## src/rtl/vram_arbiter.sv

```systemverilog
// vram_arbiter: shares one SDRAM controller between the display fetch, the command engine,
// the CPU port and a self-timed refresh scheduler. It spaces commands OP_SPACING clocks apart
// and routes each read's data back to the requester that issued it.
// Width code on mem_word_wr_size: 2'b00 = 8-bit, 2'b01 = 16-bit, 2'b10 = 32-bit.
module vram_arbiter #(
    parameter int unsigned REFRESH_INTERVAL = 406,
    parameter int unsigned OP_SPACING       = 6,
    parameter int unsigned RD_LATENCY       = 5
) (
    input  logic        i_clk,
    input  logic        i_reset,
    // display fetch
    input  logic        i_disp_req,
    input  logic [22:0] i_disp_addr,
    output logic        o_disp_grant,
    output logic        o_disp_rvalid,
    // command engine
    input  logic        i_cmd_req,
    input  logic        i_cmd_we,
    input  logic [22:0] i_cmd_addr,
    input  logic [1:0]  i_cmd_size,
    input  logic [7:0]  i_cmd_din8,
    input  logic [15:0] i_cmd_din16,
    input  logic [31:0] i_cmd_din32,
    output logic        o_cmd_grant,
    output logic        o_cmd_rvalid,
    // CPU port
    input  logic        i_cpu_req,
    input  logic        i_cpu_we,
    input  logic [22:0] i_cpu_addr,
    input  logic [7:0]  i_cpu_din8,
    output logic        o_cpu_grant,
    output logic        o_cpu_rvalid,
    // shared read data
    output logic [15:0] o_rdata,
    // memory controller
    output logic        o_mem_read,
    output logic        o_mem_write,
    output logic        o_mem_refresh,
    output logic [22:0] o_mem_addr,
    output logic [1:0]  o_mem_word_wr_size,
    output logic [7:0]  o_mem_din8,
    output logic [15:0] o_mem_din16,
    output logic [31:0] o_mem_din32,
    input  logic [15:0] i_mem_dout16,
    input  logic        i_mem_enabled,
    output logic        o_refresh_overrun
);

    localparam logic [1:0]    SIZE_8     = 2'b00;
    localparam int unsigned   TW         = $clog2(REFRESH_INTERVAL);
    localparam int unsigned   CW         = (OP_SPACING > 2) ? $clog2(OP_SPACING) : 1;
    localparam int unsigned   LW         = $clog2(RD_LATENCY + 1);
    localparam logic [TW-1:0] TIMER_LAST = TW'(REFRESH_INTERVAL - 1);
    localparam logic [CW-1:0] HOLD_LAST  = CW'(OP_SPACING - 1);
    // Issue clock plus OP_SPACING-1 busy clocks gives the full spacing.
    localparam logic [CW-1:0] BUSY_LOAD  = CW'(OP_SPACING - 2);
    localparam logic [LW-1:0] RD_LOAD    = LW'(RD_LATENCY);

    typedef enum logic [1:0] {StInit, StIdle, StBusy} state_e;
    typedef enum logic [1:0] {OwnDisp, OwnCmd, OwnCpu} owner_e;

    state_e        r_state, w_state_next;
    logic [CW-1:0] r_cnt, w_cnt_next;
    logic [TW-1:0] r_timer;
    logic [2:0]    r_owed, w_owed_next;
    logic          r_overrun, w_overrun_next;
    logic          r_rr_last_cpu;

    logic          r_rd_pend;
    logic [LW-1:0] r_rd_cnt;
    owner_e        r_rd_owner;
    logic [15:0]   r_rdata;

    logic          r_disp_grant, r_cmd_grant, r_cpu_grant;
    logic          r_disp_rvalid, r_cmd_rvalid, r_cpu_rvalid;
    logic          r_mem_read, r_mem_write, r_mem_refresh;
    logic [22:0]   r_mem_addr;
    logic [1:0]    r_mem_size;
    logic [7:0]    r_mem_din8;
    logic [15:0]   r_mem_din16;
    logic [31:0]   r_mem_din32;

    logic w_tick, w_cmd_wins;
    logic w_issue_ref, w_issue_disp, w_issue_cmd, w_issue_cpu, w_issue_read;

    assign w_tick       = (r_timer == TIMER_LAST);
    // cmd wins alone, or against the CPU when the CPU had the last turn.
    assign w_cmd_wins   = i_cmd_req && (!i_cpu_req || r_rr_last_cpu);
    assign w_issue_read = w_issue_disp | (w_issue_cmd & ~i_cmd_we) | (w_issue_cpu & ~i_cpu_we);

    // Next-state and issue decision; commands leave only from StIdle with the controller enabled.
    always_comb begin
        w_state_next = r_state;
        w_cnt_next   = r_cnt;
        w_issue_ref  = 1'b0;
        w_issue_disp = 1'b0;
        w_issue_cmd  = 1'b0;
        w_issue_cpu  = 1'b0;
        unique case (r_state)
            StInit: begin
                if (!i_mem_enabled) begin
                    w_cnt_next = '0;
                end else if (r_cnt == HOLD_LAST) begin
                    w_state_next = StIdle;
                    w_cnt_next   = '0;
                end else begin
                    w_cnt_next = r_cnt + 1'b1;
                end
            end
            StIdle: begin
                if (!i_mem_enabled) begin
                    w_state_next = StInit;
                    w_cnt_next   = '0;
                end else begin
                    if (r_owed >= 3'd2)      w_issue_ref  = 1'b1;
                    else if (i_disp_req)     w_issue_disp = 1'b1;
                    else if (r_owed == 3'd1) w_issue_ref  = 1'b1;
                    else if (w_cmd_wins)     w_issue_cmd  = 1'b1;
                    else if (i_cpu_req)      w_issue_cpu  = 1'b1;
                    if (w_issue_ref | w_issue_disp | w_issue_cmd | w_issue_cpu) begin
                        w_state_next = StBusy;
                        w_cnt_next   = BUSY_LOAD;
                    end
                end
            end
            StBusy: begin
                if (r_cnt == '0) w_state_next = StIdle;
                else             w_cnt_next   = r_cnt - 1'b1;
            end
            default: begin
                w_state_next = StInit;
                w_cnt_next   = '0;
            end
        endcase
    end

    // Refresh debt: a tick and a refresh issue in the same clock cancel out.
    always_comb begin
        w_owed_next    = r_owed;
        w_overrun_next = r_overrun;
        if (w_tick && !w_issue_ref) begin
            if (r_owed == 3'd7) w_overrun_next = 1'b1;
            else                w_owed_next    = r_owed + 3'd1;
        end else if (!w_tick && w_issue_ref) begin
            w_owed_next = r_owed - 3'd1;
        end
    end

    // State register for the sequencing FSM.
    always_ff @(posedge i_clk) begin
        if (i_reset) begin
            r_state <= StInit;
            r_cnt   <= '0;
        end else begin
            r_state <= w_state_next;
            r_cnt   <= w_cnt_next;
        end
    end

    // Free-running refresh timer (runs in every state) and refresh debt bookkeeping.
    always_ff @(posedge i_clk) begin
        if (i_reset) begin
            r_timer   <= '0;
            r_owed    <= '0;
            r_overrun <= 1'b0;
        end else begin
            r_timer   <= w_tick ? '0 : r_timer + 1'b1;
            r_owed    <= w_owed_next;
            r_overrun <= w_overrun_next;
        end
    end

    // Registered command pulses, grants and the winner's address/size/data.
    always_ff @(posedge i_clk) begin
        if (i_reset) begin
            r_disp_grant  <= 1'b0;
            r_cmd_grant   <= 1'b0;
            r_cpu_grant   <= 1'b0;
            r_mem_read    <= 1'b0;
            r_mem_write   <= 1'b0;
            r_mem_refresh <= 1'b0;
            r_mem_addr    <= '0;
            r_mem_size    <= '0;
            r_mem_din8    <= '0;
            r_mem_din16   <= '0;
            r_mem_din32   <= '0;
            r_rr_last_cpu <= 1'b1;
        end else begin
            r_disp_grant  <= w_issue_disp;
            r_cmd_grant   <= w_issue_cmd;
            r_cpu_grant   <= w_issue_cpu;
            r_mem_read    <= w_issue_read;
            r_mem_write   <= (w_issue_cmd & i_cmd_we) | (w_issue_cpu & i_cpu_we);
            r_mem_refresh <= w_issue_ref;
            if (w_issue_disp) begin
                r_mem_addr <= i_disp_addr;
            end
            if (w_issue_cmd) begin
                r_mem_addr    <= i_cmd_addr;
                r_mem_size    <= i_cmd_size;
                r_mem_din8    <= i_cmd_din8;
                r_mem_din16   <= i_cmd_din16;
                r_mem_din32   <= i_cmd_din32;
                r_rr_last_cpu <= 1'b0;
            end
            if (w_issue_cpu) begin
                r_mem_addr    <= i_cpu_addr;
                r_mem_size    <= SIZE_8;
                r_mem_din8    <= i_cpu_din8;
                r_rr_last_cpu <= 1'b1;
            end
        end
    end

    // Read return: capture controller data RD_LATENCY+1 clocks after issue, flag the owner.
    always_ff @(posedge i_clk) begin
        if (i_reset) begin
            r_rd_pend     <= 1'b0;
            r_rd_cnt      <= '0;
            r_rd_owner    <= OwnDisp;
            r_rdata       <= '0;
            r_disp_rvalid <= 1'b0;
            r_cmd_rvalid  <= 1'b0;
            r_cpu_rvalid  <= 1'b0;
        end else begin
            r_disp_rvalid <= 1'b0;
            r_cmd_rvalid  <= 1'b0;
            r_cpu_rvalid  <= 1'b0;
            if (r_rd_pend) begin
                if (r_rd_cnt == '0) begin
                    r_rdata       <= i_mem_dout16;
                    r_rd_pend     <= 1'b0;
                    r_disp_rvalid <= (r_rd_owner == OwnDisp);
                    r_cmd_rvalid  <= (r_rd_owner == OwnCmd);
                    r_cpu_rvalid  <= (r_rd_owner == OwnCpu);
                end else begin
                    r_rd_cnt <= r_rd_cnt - 1'b1;
                end
            end
            // A new read may issue on the same clock the previous one is captured.
            if (w_issue_read) begin
                r_rd_pend <= 1'b1;
                r_rd_cnt  <= RD_LOAD;
                if (w_issue_disp)     r_rd_owner <= OwnDisp;
                else if (w_issue_cmd) r_rd_owner <= OwnCmd;
                else                  r_rd_owner <= OwnCpu;
            end
        end
    end

    assign o_disp_grant       = r_disp_grant;
    assign o_cmd_grant        = r_cmd_grant;
    assign o_cpu_grant        = r_cpu_grant;
    assign o_disp_rvalid      = r_disp_rvalid;
    assign o_cmd_rvalid       = r_cmd_rvalid;
    assign o_cpu_rvalid       = r_cpu_rvalid;
    assign o_rdata            = r_rdata;
    assign o_mem_read         = r_mem_read;
    assign o_mem_write        = r_mem_write;
    assign o_mem_refresh      = r_mem_refresh;
    assign o_mem_addr         = r_mem_addr;
    assign o_mem_word_wr_size = r_mem_size;
    assign o_mem_din8         = r_mem_din8;
    assign o_mem_din16        = r_mem_din16;
    assign o_mem_din32        = r_mem_din32;
    assign o_refresh_overrun  = r_overrun;

endmodule

```

## config.mk

```make
export PLATFORM = sky130hd
export DESIGN_NAME = vram_arbiter
export DESIGN_NICKNAME = d
export VERILOG_FILES = /design/src/rtl/vram_arbiter.sv
export SDC_FILE = /design/constraint.sdc
export NUM_CORES = 1
export LEC_CHECK = 0
export ABC_CLOCK_PERIOD_IN_PS = 2300
export CAP_MARGIN = 5
export CORE_MARGIN = 2
export CORE_UTILIZATION = 35
export DETAILED_ROUTE_END_ITERATION = 7
export MAX_ROUTING_LAYER = met4
export PLACE_DENSITY = 0.72
export SYNTH_ARGS = -nofsm -noshare
export SYNTH_HDL_FRONTEND = slang
export SYNTH_SLANG_ARGS = --single-unit
```

## constraint.sdc

```tcl
create_clock -name i_clk -period 2.3 [get_ports i_clk]
set_input_delay 0.46 -clock i_clk [delete_from_list [all_inputs] [get_ports i_clk]]
set_output_delay 0.46 -clock i_clk [all_outputs]
set_load 0.02 [all_outputs]
```

==> flow_metrics.tcl <==
set metrics [dict create \
    grt_max_degree 78 \
    die-width_um 133 \
    fin_skew_ns 0.00757 \
    worst_setup_path_start_kind "register" \
    cpPeakStageDelay_ns 0.40 \
    synth-xor-area-share_pct 1.50 \
    grt_pass1_wl_mm 28.9 \
    synth_area_um2 5820 \
    reg2reg_slack_ns 0.14 \
    gp_congestion 0.874 \
    status "finished clean" \
    final_core_utilization_pct 58.1 \
    peakVddDrop_mv 0.519 \
    cpMaxStageDelayCell "or3_1" \
    vias 6048 \
    netlist_instances 692 \
    min_period_ns 2.16 \
    holdPathEnd "r_cnt[0]" \
    drv_cap 0 \
    crit_arrival_ns 2.44 \
    p_int_w 0.00482 \
    worstSetupPathType "register to register" \
    synthMuxAreaShare_pct 0.709 \
    n_fill_cell 1414 \
    synth-simple-area-share_pct 21.1 \
    drt_wl_total_mm 18.8 \
    p_leak_nw 3.38 \
    pre_cts_slack_ns -0.0491 \
    place_hpwl_mm 13.4 \
    core_area_um2 16400 \
    viasPerCell 5.07 \
    cts.htree.levels 4 \
    worstPathRequired_ns 2.58 \
    seq_area_frac_synth_pct 45.0 \
    synth_nets 865 \
    die_h_um 133 \
    synthArstFlopShare_pct 0 \
    cp_max_fo 23 \
    ys_warn_count 0 \
    antenna_found_initial 0 \
    nNetsFinal 1134 \
    initial_core_util_pct 35.5 \
    ctsLongestPathBuffers 2 \
    clk_pin_slew_ns 0.06 \
    placedCellCount 1158 \
    ant_nets 0 \
    io_pins 266 \
    area_growth_pct 63.7 \
    die_area_um2 17700 \
    synth_cell_types 61 \
    tightestPinTransition_ns 0.816 \
    numClockSinks 131 \
    diodes 0 \
    fin_ws_ns 0.140 \
    portBuffers 265 \
    min_period_over_period_pct 93.9 \
    synth_seq_cells 131 \
    hold_depth 2 \
    grt_overflow 0 \
    fin_hold_ws_ns 0.383 \
    avgSynthCellArea_um2 8.42 \
    power.density_nw_per_um2 689 \
    reg2reg_to "o_mem_addr[22]" \
    synth-adder-area-share_pct 3.01 \
    end_kind "register" \
    finalNonFillerCells 1194 \
    num_rows 47 \
    fmax_ghz 0.463 \
    hold_class "input pin to register" \
    drtIter0Drc 243 \
    pwr-share-clk_pct 42.6 \
    synth-edff-count 0 \
    reg2reg_from "r_owed[0]" \
    hold_path_startpoint "i_reset" \
    comb_power_share_pct 19.4 \
    drive_gt1_share_pct 10.6 \
    grt_pass1_vias 5594 \
    p_seq_share_pct 38.0 \
    synth_top_flop_cell "dfxtp_1" \
    synth_top_family_by_area "compound AO/OA/AOI/OAI gates" \
    finalSetupViolCount 0 \
    slew-limit-headroom_pct 45.6 \
    hold_viol 0 \
    wire_per_inst_um 15.8 \
    rsz0062_at_grt "no" \
    dr.pass1.iters 5 \
    grt_usage_pct 21.2 \
    switching_share_pct 26.6 \
    power_switching_w 0.00175 \
    root_buffer "clkbuf_16" \
    drc 0 \
    crit_chain "inv_1 -> ha_1 -> or3_1 -> nor4_4 -> buf_4 -> buf_12 -> o221a_2 -> a221oi_1" \
    synth_compound_area_share_pct 22.5 \
    clk_latency_ns 0.42 \
    cts_buffers 17 \
    slew_viol_final 0 \
    cts_tree "built" \
    rr_worst_depth 8 \
]
-- logic make-up (layout without fill, tap and decap cells) --
family | count (synthesis) | count (layout)
XOR/XNOR | 10 | 10
AO/OA/AOI/OAI | 182 | 182
flip-flops | 131 | 131
adder cells (fa/ha/maj) | 14 | 14
buffers and inverters | 86 | 368
multiplexers | 4 | 4
AND/OR/NAND/NOR | 265 | 265
-- how the worst max path moves through the flow --
stage | cells past startpoint | endpoint | start
2_1_floorplan | 7 | o_mem_din8[7] | r_owed[1]
3_3_place_gp | 6 | o_mem_din8[4] | i_disp_req
3_5_place_dp | 6 | o_mem_din32[6] | i_disp_req
4_1_cts | 7 | o_mem_din32[1] | r_owed[0]
5_1_grt | 8 | o_mem_din16[6] | r_owed[0]
6_report | 8 | o_mem_addr[22] | r_owed[0]
-- metrics by stage --
stage / setup TNS, ns / cell area (um2) / total power, W
6_report: 0 / 9540 / 0.00657
2_1_floorplan: 0 / 5820 / 0.00315
3_3_place_gp: 0 / 8880 / 0.00380
4_1_cts: 0 / 9500 / 0.00663
5_1_grt: 0 / 9540 / 0.00685
3_5_place_dp: -0.611 / 8880 / 0.00381
-- registers in the layout, indices dropped and copies added, names as in the netlist, 2 cells and up --
name                count
o_mem_din32            32
o_mem_addr             23
o_mem_din16            16
o_rdata                16
r_timer                 9
o_mem_din8              8
r_cnt                   3
r_owed                  3
r_rd_cnt                3
o_mem_word_wr_size      2
r_rd_owner              2
r_state                 2
-- critical path: cells and delay by family, from the launching register on --
kind,cells,cell delay [ns]
simple gates,2,0.69
buf+inv,3,0.41
flops,1,0.38
fa+ha+maj,1,0.26
compound gates,2,0.26
-- Yosys cell counts, types with 3 or more instances --
cell type | count | area, um2
nor2b_1 | 5 | 31.3
o21ai_0 | 8 | 40.0
buf_2 | 10 | 50.1
nand2b_1 | 5 | 31.3
a21oi_1 | 72 | 360
xor2_1 | 8 | 70.1
nand3b_1 | 3 | 22.5
o221a_2 | 23 | 259
nor2_1 | 53 | 199
nor4b_1 | 3 | 26.3
a32oi_1 | 23 | 201
inv_1 | 36 | 135
mux2i_1 | 3 | 30.0
a32o_1 | 3 | 30.0
a31oi_1 | 3 | 18.8
or3_1 | 3 | 18.8
nand3_1 | 10 | 50.1
nand4_1 | 4 | 25.0
a211oi_1 | 24 | 180
nor3_1 | 7 | 35.0
clkbuf_1 | 37 | 139
ha_1 | 14 | 175
and3_1 | 3 | 18.8
a311oi_1 | 7 | 61.3
dfxtp_1 | 131 | 2620
nand2_1 | 150 | 563
-- placed cells by master, fill, tap and decap left out, drive strengths merged, types with 10 or more instances in the layout --
master         synthesis  routed
inv                   36      39
clkdlybuf4s50          0     264
ha                    14      14
nand2                150     150
clkbuf                37      19
nand3                 10      10
o221a                 23      23
o21ai                 10      10
a21oi                 72      72
nor2                  53      53
dfxtp                131     131
a32oi                 23      23
buf                   13      35
a211oi                24      24
-- layer usage --
layer,vias up,wire length (um),track usage (%)
met4,0,449,8.30
li1,2986,-,-
met2,189,9160,34.8
met1,2833,8320,25.4
met3,40,914,4.75
met5,-,0,-
-- power groups by stage --
stage / registers [W] / clock network, W / logic [W]
CTS: 0.00250 / 0.00286 / 0.00127
global route: 0.00252 / 0.00296 / 0.00137
detailed placement: 0.00255 / 0 / 0.00126
global placement: 0.00254 / 0 / 0.00125
finish: 0.00250 / 0.00280 / 0.00127
floorplan: 0.00263 / 0 / 0.000516
-- layout make-up --
type | instances | area (um2) | share of cell area, %
Sequential cell | 131 | 2620 | 27.5
Tap cell | 220 | 275 | 2.89
Multi-Input combinational cell | 475 | 2850 | 29.9
Clock inverter | 14 | 179 | 1.88
Inverter | 36 | 135 | 1.42
Clock buffer | 18 | 439 | 4.61
Timing Repair Buffer | 300 | 3030 | 31.8
-- what timing repair did --
item / CTS / global route
hold buffers: 0 / 0
resized for setup: 0 / 1
endpoints found under the setup margin: 0 / 16
setup buffers: 0 / 3
Power figures use the tool's default switching activity.
==> RTL edit: new RTL, config.mk and constraints unchanged <==
`OP_SPACING`: 6 -> 8.
--- a/src/rtl/vram_arbiter.sv
+++ b/src/rtl/vram_arbiter.sv
@@ -6,3 +6,3 @@
     parameter int unsigned REFRESH_INTERVAL = 406,
-    parameter int unsigned OP_SPACING       = 6,
+    parameter int unsigned OP_SPACING       = 8,
     parameter int unsigned RD_LATENCY       = 5
Behaviour: not the same (Yosys sat finds a counterexample within 10 cycles, from zero or initial values and one cycle with i_reset high).
==> RTL edit against the original RTL <==
- non-clock buffer count is 5 higher
- die area is 4.6% lower
- design area is 2.6% lower
- wire length is 6.4% lower
- synthesized cell count is 0.29% higher
- sequential cell count stayed put
- count of clock-buffer cells in the layout is 1 higher
- area after synthesis is 4.7% lower
- worst hold slack better by 0.065 ns
- setup slack worse by 0.0070 ns
- largest cell class unchanged
Power is not compared: it rests on default switching activity, and its combinational part moved more than twofold at a synthesized area within 25%.
==> RTL edit: results (changes against the original RTL) <==
* Port Buffers at 265 (unchanged)
* Count of TritonRoute iterations in the first routing pass at 4 (-1)
* Worst Hold Class: input port to register
* Routability cong. at 0.858 (-1.8%)
* Met3 WL post-DR at 1.46 mm (+60%)
* Met2 track demand over resource at 0.343 (-0.00522)
* Reg2Reg Launch Point: r_owed[1]
* Violation count after the first detailed-routing iteration at 254 (+4.5%)
* Compound-cell area share of the yosys netlist at 0.198 (-0.0274)
* Global-route wire length before repair at 26.2 mm (-9.4%)
* Maximum fanout count along the critical path at 12 (-48%)
* Count of final hold-check violations at 0 (unchanged)
* Fraction of synthesized area in multiplexers at 0.00721 (+0.000125)
* Slew headroom at 0.727 (+0.271)
* Post-Layout Cell Count at 1193 (-0.084%)
* Met3 demand-to-capacity share in global routing at 0.0672 (+0.0197)
* Post-synthesis share of cell area spent on xor and xnor gates at 0.0174 (+0.00232)
* Max stage delay on crit path at 0.44 ns (+0.04 ns)
* FF-to-FF path depth at 10 (+2)
* Capture point of the worst reg-to-reg path: o_mem_din32[25]
* Placement-stage worst setup slack at -0.282 ns (-0.233 ns)
* Wire length on met1 at 7.24 mm (-13%)
* Most frequent cells after synthesis: nand2_1 (146), dfxtp_1 (131), a21oi_1 (80), nor2_1 (72), o21ai_0 (50)
* Vias in the first global route at 5414 (-3.2%)
* Hold-critical path endpoint: r_owed[0]
* Worst clock skew at 0.00807 ns (+0.000497 ns)
* Drt total wl at 17.6 mm (-6.4%)
* Count of cell types in the netlist at 51 (-16%)
* Proportion of synthesized chip area in sequential cells at 0.472 (+0.0222)
* Final net count at 1135 (+0.088%)
* Library cell contributing the largest single delay on the critical path: or4_4
* Tot GR Track Use at 0.204 (-0.00842)
* Status: finished clean
* Fraction of final layout cells sized beyond drive strength 1 at 0.0870 (-0.0187)
* Met1 routing resource usage after global routing at 0.225 (-0.0285)
* Cell count after synthesis at 694 (+0.29%)
* Vias per Instance at 4.88 (-3.7%)
* Top cells by area in the synthesized netlist: dfxtp_1 (47%), nand2_1 (9.9%), a21oi_1 (7.2%)
* Critical path data arrival time at 2.50 ns (+0.06 ns)
* Met2 layer wire length in the routed design at 8.65 mm (-5.7%)
* Adder and majority gate portion of the synthesized area at 0.0271 (-0.00302)
RTL edit: worst max path at each step:
| stage | from | to | slack, ns | cells past startpoint |
|---|---|---|---|---|
| 2_1_floorplan | r_owed[1] | o_mem_din16[0] | 0.01 | 10 |
| 3_3_place_gp | i_mem_enabled | o_mem_addr[22] | -0.31 | 7 |
| 3_5_place_dp | i_mem_enabled | o_mem_addr[22] | -0.28 | 7 |
| 4_1_cts | r_owed[1] | o_mem_din16[12] | 0.05 | 8 |
| 5_1_grt | r_owed[1] | o_mem_din32[29] | -0.0001 | 10 |
| 6_report | r_owed[1] | o_mem_din32[25] | 0.13 | 10 |
RTL edit: through the flow:
stage | hold WS [ns] | cell area (um2) | TNS [ns] | power (mW)
2_1_floorplan | 0.439 | 5550 | 0 | 2.48
4_1_cts | 0.428 | 9190 | 0 | 5.70
5_1_grt | 0.445 | 9290 | -0.0000950 | 5.84
6_report | 0.448 | 9290 | 0 | 5.63
3_3_place_gp | 0.438 | 8560 | -11.01 | 2.80
3_5_place_dp | 0.442 | 8560 | -12.64 | 2.80
RTL edit: report_power, final:
group	internal [mW]	switching [mW]	leakage (nW)
registers	2.28	0.00801	1.06
logic	0.300	0.169	1.90
clock network	1.84	1.04	0.301
total	4.42	1.22	3.26
RTL edit: final cells by class:
| class | count | area [um2] |
|---|---|---|
| Inverter | 10 | 37.5 |
| Clock inverter | 13 | 199 |
| Timing Repair Buffer | 305 | 3060 |
| Multi-Input combinational cell | 499 | 2670 |
| Tap cell | 216 | 270 |
| Fill cell | 1388 | 6420 |
| Clock buffer | 19 | 433 |
| Sequential cell | 131 | 2620 |
RTL edit: repair_timing:
action	in CTS	in global routing
endpoints found under the hold margin	0	0
setup endpoints to repair	0	55
setup buffers	0	1
resized for setup	0	6
